### src/rtl/mdu_pkg.sv
// Shared opcodes, FSM state type and read-select encodings for the HI/LO mul/div unit.
package mdu_pkg;

  localparam logic [3:0] ALU_MUL = 4'b0101;
  localparam logic [3:0] ALU_DIV = 4'b0110;

  typedef enum logic [1:0] {IDLE, MUL, DIV, FIN} mdu_state_t;

  localparam logic [1:0] RD_HI = 2'b01;
  localparam logic [1:0] RD_LO = 2'b10;

endpackage

### src/rtl/div_step.sv
// One restoring-division step: shift in the next dividend bit and subtract the divisor if it fits.
module div_step #(
  parameter int unsigned N = 32
) (
  input  logic [N:0]   rem,
  input  logic [N-1:0] divisor,
  input  logic         bit_in,
  output logic [N:0]   rem_out,
  output logic         q_bit
);

  logic [N+1:0] shifted;
  logic [N:0]   diff;

  always_comb begin
    shifted = {rem, bit_in};
    diff    = shifted[N:0] - {1'b0, divisor};
    q_bit   = (shifted >= {2'b00, divisor});
    rem_out = q_bit ? diff : shifted[N:0];
  end

endmodule

### src/rtl/hilo_muldiv_unit.sv
// Iterative unsigned multiply/divide unit owning the architectural HI/LO registers.
module hilo_muldiv_unit
  import mdu_pkg::*;
#(
  parameter int unsigned N = 32,
  parameter int unsigned M = 4
) (
  input  logic         clk,
  input  logic         rst_n,
  input  logic         start,
  input  logic [M-1:0] alu_decode,
  input  logic [N-1:0] rda,
  input  logic [N-1:0] rdx,
  input  logic [1:0]   rd_sel,
  output logic [N-1:0] rd_data,
  output logic         busy,
  output logic         done,
  output logic         div_zero,
  output logic [N-1:0] hi,
  output logic [N-1:0] lo
);

  localparam int unsigned CW = $clog2(N);
  localparam logic [CW-1:0] LAST = CW'(N - 1);

  mdu_state_t state_q, state_d;
  logic [CW-1:0]  count_q, count_d;
  logic [2*N-1:0] acc_q, acc_d;
  logic [N-1:0]   opb_q, opb_d;
  logic [N:0]     rem_q, rem_d;
  logic [N-1:0]   hi_d, lo_d;
  logic           busy_d, done_d, div_zero_d;

  logic [N:0]     mul_sum;
  logic [2*N-1:0] mul_acc;
  logic [N:0]     step_rem;
  logic           step_q;

  div_step #(.N(N)) u_div_step (
    .rem     (rem_q),
    .divisor (opb_q),
    .bit_in  (acc_q[N-1]),
    .rem_out (step_rem),
    .q_bit   (step_q)
  );

  // Shift-add: upper half accumulates the multiplicand, lower half drains the multiplier.
  always_comb begin
    mul_sum = {1'b0, acc_q[2*N-1:N]} + (acc_q[0] ? {1'b0, opb_q} : (N+1)'(0));
    mul_acc = {mul_sum, acc_q[N-1:1]};
  end

  always_ff @(posedge clk or negedge rst_n) begin
    if (!rst_n) begin
      state_q  <= IDLE;
      count_q  <= '0;
      acc_q    <= '0;
      opb_q    <= '0;
      rem_q    <= '0;
      hi       <= '0;
      lo       <= '0;
      busy     <= 1'b0;
      done     <= 1'b0;
      div_zero <= 1'b0;
    end else begin
      state_q  <= state_d;
      count_q  <= count_d;
      acc_q    <= acc_d;
      opb_q    <= opb_d;
      rem_q    <= rem_d;
      hi       <= hi_d;
      lo       <= lo_d;
      busy     <= busy_d;
      done     <= done_d;
      div_zero <= div_zero_d;
    end
  end

  // Next state and next register values; HI/LO are only written on the edge entering FIN.
  always_comb begin
    state_d    = state_q;
    count_d    = count_q;
    acc_d      = acc_q;
    opb_d      = opb_q;
    rem_d      = rem_q;
    hi_d       = hi;
    lo_d       = lo;
    done_d     = 1'b0;
    div_zero_d = div_zero;

    unique case (state_q)
      IDLE: begin
        if (start && alu_decode == M'(ALU_MUL)) begin
          state_d    = MUL;
          count_d    = '0;
          acc_d      = {N'(0), rdx};
          opb_d      = rda;
          div_zero_d = 1'b0;
        end else if (start && alu_decode == M'(ALU_DIV)) begin
          if (rdx == '0) begin
            state_d    = FIN;
            hi_d       = rda;
            lo_d       = '1;
            done_d     = 1'b1;
            div_zero_d = 1'b1;
          end else begin
            state_d    = DIV;
            count_d    = '0;
            acc_d      = {N'(0), rda};
            opb_d      = rdx;
            rem_d      = '0;
            div_zero_d = 1'b0;
          end
        end
      end
      MUL: begin
        acc_d   = mul_acc;
        count_d = count_q + CW'(1);
        if (count_q == LAST) begin
          state_d = FIN;
          count_d = '0;
          hi_d    = mul_acc[2*N-1:N];
          lo_d    = mul_acc[N-1:0];
          done_d  = 1'b1;
        end
      end
      DIV: begin
        acc_d   = {acc_q[2*N-1:N], acc_q[N-2:0], step_q};
        rem_d   = step_rem;
        count_d = count_q + CW'(1);
        if (count_q == LAST) begin
          state_d = FIN;
          count_d = '0;
          hi_d    = step_rem[N-1:0];
          lo_d    = {acc_q[N-2:0], step_q};
          done_d  = 1'b1;
        end
      end
      FIN: state_d = IDLE;
      default: state_d = IDLE;
    endcase

    busy_d = (state_d != IDLE);
  end

  always_comb begin
    unique case (rd_sel)
      RD_HI:   rd_data = hi;
      RD_LO:   rd_data = lo;
      default: rd_data = '0;
    endcase
  end

endmodule

### config.mk
export PLATFORM = sky130hd
export DESIGN_NAME = hilo_muldiv_unit
export DESIGN_NICKNAME = d
export VERILOG_FILES = /design/src/rtl/mdu_pkg.sv /design/src/rtl/div_step.sv /design/src/rtl/hilo_muldiv_unit.sv
export SDC_FILE = /design/constraint.sdc
export NUM_CORES = 1
export LEC_CHECK = 0
export BUFFER_PORTS_ARGS = -buffer_cell sky130_fd_sc_hd__buf_2
export CAP_MARGIN = 5
export CORE_MARGIN = 1.5
export CORE_UTILIZATION = 25
export DETAILED_ROUTE_END_ITERATION = 10
export PLACE_DENSITY = 0.5
export SYNTH_ARGS = -nofsm -noshare
export SYNTH_HDL_FRONTEND = slang
export SYNTH_HIERARCHICAL = 1
export SYNTH_SLANG_ARGS = --single-unit
### constraint.sdc
create_clock -name clk -period 3.7 [get_ports clk]
set_input_delay 0 -clock clk [delete_from_list [all_inputs] [get_ports clk]]
set_output_delay 0 -clock clk [all_outputs]
set_load 0.02 [all_outputs]
==> results.cfg, run 1 <==
[global_routing]
grt_max_degree = 91
globalRouteTotalUtil_pct = 17.6
grt_pass1_wl_mm = 79.4
overflow = 0
grt_pass1_vias = 13200
antenna_found_initial = 0

[min_path]
hold_path_class = input pin to async pin

[yosys]
ys_seq_elements = 203
synth_warnings = 6
ys.flop_type = dfrtp_1
netlist_area_um2 = 14000
synth-edff-count = 0
synthArstFlopShare_pct = 100
netlist-cell-type-count = 78
syn_avg_cell_area_um2 = 8.34
netlist_instances = 1682
ys_seq_area_share_pct = 36.2
synth_fp_nets = 1829

[route]
drtAntennaViolNets = 0
dr.pass1.iters = 5
vias = 13600
drt-total-wl_mm = 51.6
drtIter0Drc = 967
drc = 0
viasPerCell = 5.11
wire_per_inst_um = 19.4

[run_status]
status = finished, final reports clean

[sta]
rsz0062_at_grt = no
worst_pin_slew_ns = 1.17
setup_viol = 0
finalHoldViolations = 0
max_clock_freq_ghz = 0.286
hold_slack_ns = 0.0404
finClkSkew_ns = 0.0151
finalSetupTns_ns = 0
fin_crit_ns = 3.50
slew-limit-headroom_pct = 22.3
slew_violations = 0
period_share_pct = 94.6

[clock_network]
clockBufferDepth = 3
cts_buffers = 24
clk-insertion-delay-late_ns = 0.55
cts_tree = yes
path_clk_slew_ns = 0.07
cts.sinks = 203
cts-htree-levels = 1
post-cts-setup-buffers = 0
root_buffer = clkbuf_16

[worst_setup_path]
crit_type = flip-flop to flip-flop
cp_max_fo = 6
crit_buf_inv = 2
setup.worst_path.start = acc_q[0]$_DFFE_PN0P_
start_kind = flip-flop
cp_top_family = compound AO/OA/AOI/OAI gates
max_stage_delay_ns = 0.41
cp_slowest_cell = dfrtp_1
cp.arrival_ns = 3.97
critPathCaptureType = flip-flop
worstPathCellList = buf_4, and2_1, ha_1, nor2b_1, o2111ai_1, a21oi_1, buf_4, o211ai_1, a21oi_1, o41ai_2, o41a_1, mux2_1, a41oi_2
r2r-start = acc_q[0]$_DFFE_PN0P_
cp.required_ns = 4.17

[pwr]
power.density_nw_per_um2 = 915
p_total_mw = 16.0
power.internal_mw = 8.11
switching_share_pct = 49.3
combinationalPowerShare_pct = 58.1
clkPwrFrac_pct = 16.2
p_switching_mw = 7.89
p_leak_nw = 7.96
vdd_ir_drop_max_mv = 0.469
seq_power_share_pct = 25.7

[place]
globalplace.congestion = 0.897
dpl_cell_area_um2 = 15800
dp_cells = 2528
port_buffers = 171
dp_hpwl_mm = 37.6

[die]
dieWidth_um = 240
io_pins = 172
die_area_um2 = 57500
core_area_um2 = 55300
rows = 86
initial_core_util_pct = 25.4
dieHeight_um = 240

[finish]
nFillCells = 5940
syn2layout_area_growth_pct = 24.7
instances_no_fill = 2657
antenna_cells = 0
final_layout_size_suffix_gt1_share_pct = 16.8
layout.nets = 2039
fin_area_um2 = 17500

[flow_run]
max_cap_violations = 0
[power by group through the flow]
stage | sequential (mW) | combinational, mW | clock, mW
CTS | 4.10 | 9.30 | 2.64
floorplan | 4.18 | 6.11 | 0
global route | 4.22 | 10.2 | 2.72
finish | 4.11 | 9.30 | 2.59
detailed placement | 4.11 | 9.18 | 0
global placement | 4.11 | 9.14 | 0
[cell usage in the layout, fill, tap and decap left out, types with 26 or more instances in the layout]
| cell type | instances |
|---|---|
| buf_2 | 170 |
| a21oi_1 | 85 |
| xnor2_1 | 32 |
| a22oi_1 | 32 |
| dlygate4sd3_1 | 86 |
| o21ai_0 | 176 |
| nand2_1 | 323 |
| a22o_1 | 34 |
| nor2_1 | 102 |
| buf_4 | 32 |
| dfrtp_1 | 203 |
| mux2i_1 | 32 |
| a221o_1 | 32 |
| ha_1 | 69 |
| and2_1 | 42 |
| nand3_1 | 26 |
| inv_1 | 60 |
| mux2_2 | 33 |
| a21o_1 | 29 |
[kinds of logic after synthesis]
| family | count (synthesis) | share of synthesized area, % |
|---|---|---|
| buffers and inverters | 171 | 4.75 |
| AND/OR/NAND/NOR | 587 | 18.4 |
| flip-flops | 203 | 36.2 |
| multiplexers | 67 | 5.09 |
| adder cells (fa/ha/maj) | 74 | 6.71 |
| AO/OA/AOI/OAI | 525 | 25.4 |
| XOR/XNOR | 55 | 3.43 |
[routing by layer]
layer / track usage (%) / share of wire (%)
met5: 0 / 0
met1: 24.4 / 46
met4: 4.80 / 2.4
met2: 29.2 / 47
met3: 1.63 / 4.2
[through the flow]
step / utilization, % / worst slack [ns]
2_1_floorplan: - / 0.672
3_3_place_gp: 28.5 / 0.215
3_5_place_dp: 28.5 / 0.198
4_1_cts: 31.6 / 0.155
5_1_grt: 31.6 / 0.0168
6_report: 31.6 / 0.199
[layout make-up]
| cell class | instances | area [um^2] | share of cell area [%] |
|---|---|---|---|
| clock buffers | 37 | 751 | 4.29 |
| clock inverters | 6 | 87.6 | 0.501 |
| inverters | 61 | 229 | 1.31 |
| multi-input cells | 1308 | 8350 | 47.7 |
| flip-flops and latches | 203 | 5080 | 29.1 |
| well taps | 748 | 936 | 5.35 |
| repair buffers | 294 | 2060 | 11.8 |
[registers in the layout, summed over array words and instances (netlist names)]
signal,count
acc_q,64
count_q,5
state_q,2
busy,1
div_zero,1
hi,32
opb_q,32
done,1
lo,32
rem_q,33
[cell usage after synthesis, drive strengths merged, types with 7 or more instances]
| library cell | count | area, um^2 |
|---|---|---|
| clkbuf | 85 | 319 |
| a22o | 34 | 298 |
| a221o | 32 | 320 |
| a21o | 29 | 218 |
| or3 | 13 | 81.3 |
| buf | 25 | 118 |
| dfrtp | 203 | 5080 |
| nor2b | 8 | 50.1 |
| o31ai | 13 | 103 |
| xor2 | 23 | 201 |
| nor3 | 17 | 85.1 |
| ha | 72 | 901 |
| xnor2 | 32 | 280 |
| nand4 | 11 | 68.8 |
| o211ai | 18 | 150 |
| a21oi | 90 | 458 |
| nor4 | 12 | 81.3 |
| inv | 61 | 229 |
| o21bai | 7 | 52.6 |
| and2 | 42 | 263 |
| nor2 | 102 | 383 |
| a41oi | 8 | 77.6 |
| a31oi | 15 | 145 |
| o21ai | 186 | 931 |
| nand3 | 26 | 130 |
| a211oi | 11 | 97.6 |
| nand2b | 11 | 68.8 |
| mux2 | 35 | 394 |
| mux2i | 32 | 320 |
| a22oi | 32 | 240 |
| a311oi | 7 | 73.8 |
| nand2 | 323 | 1210 |
[timing repair]
action	in CTS	in global routing
hold buffers	86	0
endpoints found under the hold margin	156	0
setup endpoints to repair	0	5
gates resized for setup	0	4
[final timing paths]
| path | endpoint | slack, ns | depth (start not counted) |
|---|---|---|---|
| max | hi[27]$_DFFE_PN0P_ | 0.20 | 13 |
| min | lo[8]$_DFFE_PN0P_ | 0.04 | 2 |
| max reg2reg | hi[27]$_DFFE_PN0P_ | 0.20 | 13 |
| min reg2reg | count_q[3]$_DFFE_PN0P_ | 0.47 | 1 |
| max in group asynchronous | opb_q[29]$_DFFE_PN0P_ | 2.53 | 3 |
| min in group clk | acc_q[15]$_DFFE_PN0P_ | 0.05 | 4 |
Note: power is estimated with default switching activity, not from simulation.
==> run 2, diff against run 1 <==
--- a/config.mk
+++ b/config.mk
@@ -10,6 +10,7 @@
 export CORE_MARGIN = 1.5
 export CORE_UTILIZATION = 25
 export DETAILED_ROUTE_END_ITERATION = 10
+export GPL_TIMING_DRIVEN = 0
 export PLACE_DENSITY = 0.5
 export SYNTH_ARGS = -nofsm -noshare
 export SYNTH_HDL_FRONTEND = slang
==> run 2 against run 1 <==
  * Wire length up 13%
  * Register-to-register slack got worse by 0.12 ns
  * Highest routed layer is now met5
  * Via count increased by 3.8%
  * Critical path type unchanged
  * Largest cell class unchanged
==> results.cfg, run 2 (synthesized netlist as in run 1, its figures left out) <==
[run_status]
status = finished, final reports clean

[finish]
instances_no_fill = 2737
layout.nets = 2122
final_common_cell = nand2_1
top_register = acc_q
largest_reg_flops = 64
syn2layout_area_growth_pct = 26.8
layout_common_cells = nand2_1, dfrtp_1, buf_2
reg_top3 = acc_q: 64 flops, rem_q: 33 flops
final_layout_size_suffix_gt1_share_pct = 17.4
antenna_cells = 0

[clock_network]
cts-htree-levels = 1
cts.sinks = 203
clockBufferDepth = 3
cts_buffers = 23
path_clk_slew_ns = 0.06
cts_tree = yes
root_buffer = clkbuf_16
clk-insertion-delay-late_ns = 0.55

[min_path]
hold_start = rdx[26]
min_delay_path_depth = 4
hold_path_class = input pin to flip-flop
holdPathEnd = acc_q[26]$_DFFE_PN0P_

[worst_setup_path]
path_common_cell = a21oi_2
worstPathCellList = and2_1, ha_1, inv_1, fa_1, nor2b_2, o2111ai_2, a21oi_2, o211ai_1, a21oi_2, o41ai_2, o41a_1, mux2_1, a41oi_2
max_stage_delay_ns = 0.50
r2r_slack_ns = 0.08
rr_endpoint = hi[27]$_DFFE_PN0P_
crit_buf_inv = 1
cp.required_ns = 4.15
ff2ff_path_depth = 13
cp_top_family = compound AO/OA/AOI/OAI gates
start_kind = flip-flop
critPathCaptureType = flip-flop
r2r-start = acc_q[0]$_DFFE_PN0P_
cp_slowest_cell = dfrtp_2
crit_type = flip-flop to flip-flop
cp.arrival_ns = 4.07
cp_max_fo = 7

[global_routing]
globalRouteTotalUtil_pct = 20.0
overflow = 0
antenna_found_initial = 2
grt_pass1_vias = 14000
grt_pass1_wl_mm = 87.8
grt_max_degree = 116

[sta]
slew_violations = 0
worst_pin_slew_ns = 1.05
max_clock_freq_ghz = 0.276
finalHoldViolations = 0
finClkSkew_ns = 0.0221
fin_ws_ns = 0.0789
setup_viol = 0
finalSetupTns_ns = 0
fin_crit_ns = 3.62
slew-limit-headroom_pct = 29.9
period_share_pct = 97.9

[pwr]
p_leak_nw = 8.02
power.density_nw_per_um2 = 942
vdd_ir_drop_max_mv = 0.427
p_total_mw = 16.8

[die]
io_pins = 172
core_area_um2 = 55300
dieWidth_um = 240
die_area_um2 = 57500
rows = 86
dieHeight_um = 240
initial_core_util_pct = 25.4

[place]
dp_hpwl_mm = 45.3
dp_cells = 2602
globalplace.congestion = 0.902
dp_slack_ns = -0.680
port_buffers = 171

[route]
drtAntennaViolNets = 0
drc = 0
wire_per_inst_um = 21.3
viasPerCell = 5.15
dr.pass1.iters = 5
vias = 14100
drtIter0Drc = 1136
drt-total-wl_mm = 58.4

[flow_run]
max_cap_violations = 0
run 2: worst max path at each step:
stage | startpoint | endpoint | slack, ns | cells after the start
after floorplan | acc_q[0]$_DFFE_PN0P_ | hi[27]$_DFFE_PN0P_ | 0.67 | 13
after global placement | rst_n | rem_q[28]$_DFFE_PN0P_ | -1.04 | 1
after detailed placement | opb_q[13]$_DFFE_PN0P_ | hi[28]$_DFFE_PN0P_ | -0.68 | 12
after CTS | acc_q[31]$_DFFE_PN0P_ | hi[17]$_DFFE_PN0P_ | -0.03 | 15
after global routing | acc_q[0]$_DFFE_PN0P_ | hi[27]$_DFFE_PN0P_ | -0.02 | 13
final | acc_q[0]$_DFFE_PN0P_ | hi[27]$_DFFE_PN0P_ | 0.08 | 13
run 2: final cells by class:
class                      instances  area (um^2)
buffer                           105          452
clock buffer                      30          652
clock inverter                     9          133
fill                            5918        37500
inverter                          61          231
multi-input combinational       1308         8430
sequential                       203         5080
tap                              748          936
timing repair buffer             273         1860
run 2: repair_timing:
item	in CTS	in global routing
buffers inserted	4	12
endpoints found under the hold margin	168	0
pin swaps	5	16
endpoints found under the setup margin	59	31
hold buffers	85	0
resized for setup	22	36
run 2: layer usage:
layer / share of wire [%] / GRT usage (%) / vias to the layer above
li1: - / - / 6575
met2: 48 / 34.2 / 452
met5: 0.022 / 0 / -
met3: 4.7 / 1.77 / 94
met4: 3.7 / 7.19 / 2
met1: 44 / 26.2 / 6976
run 2: worst reg2reg max path, cell delays in order (launching register included):
cell and delay [ns]:
dfrtp_2 0.50, and2_1 0.18, ha_1 0.23, inv_1 0.07, fa_1 0.43, nor2b_2 0.17
o2111ai_2 0.17, a21oi_2 0.26, o211ai_1 0.21, a21oi_2 0.20, o41ai_2 0.11, o41a_1 0.45
mux2_1 0.36, a41oi_2 0.18
run 2: stage by stage:
| step | utilization [%] | hold slack [ns] | instance area (um^2) |
|---|---|---|---|
| 2_1_floorplan | - | -0.296 | 14000 |
| 3_3_place_gp | 28.6 | 0.307 | 15800 |
| 3_5_place_dp | 28.7 | 0.0605 | 15900 |
| 4_1_cts | 31.8 | 0.00123 | 17600 |
| 5_1_grt | 32.2 | 0.0170 | 17800 |
| 6_report | 32.2 | 0.00758 | 17800 |
run 2: report_power, final:
group / switching [mW] / leakage (nW) / internal (mW)
Sequential: 1.00 / 2.60 / 3.17
Clock: 1.01 / 0.381 / 1.45
Combinational: 6.60 / 5.04 / 3.53
Total: 8.62 / 8.02 / 8.14
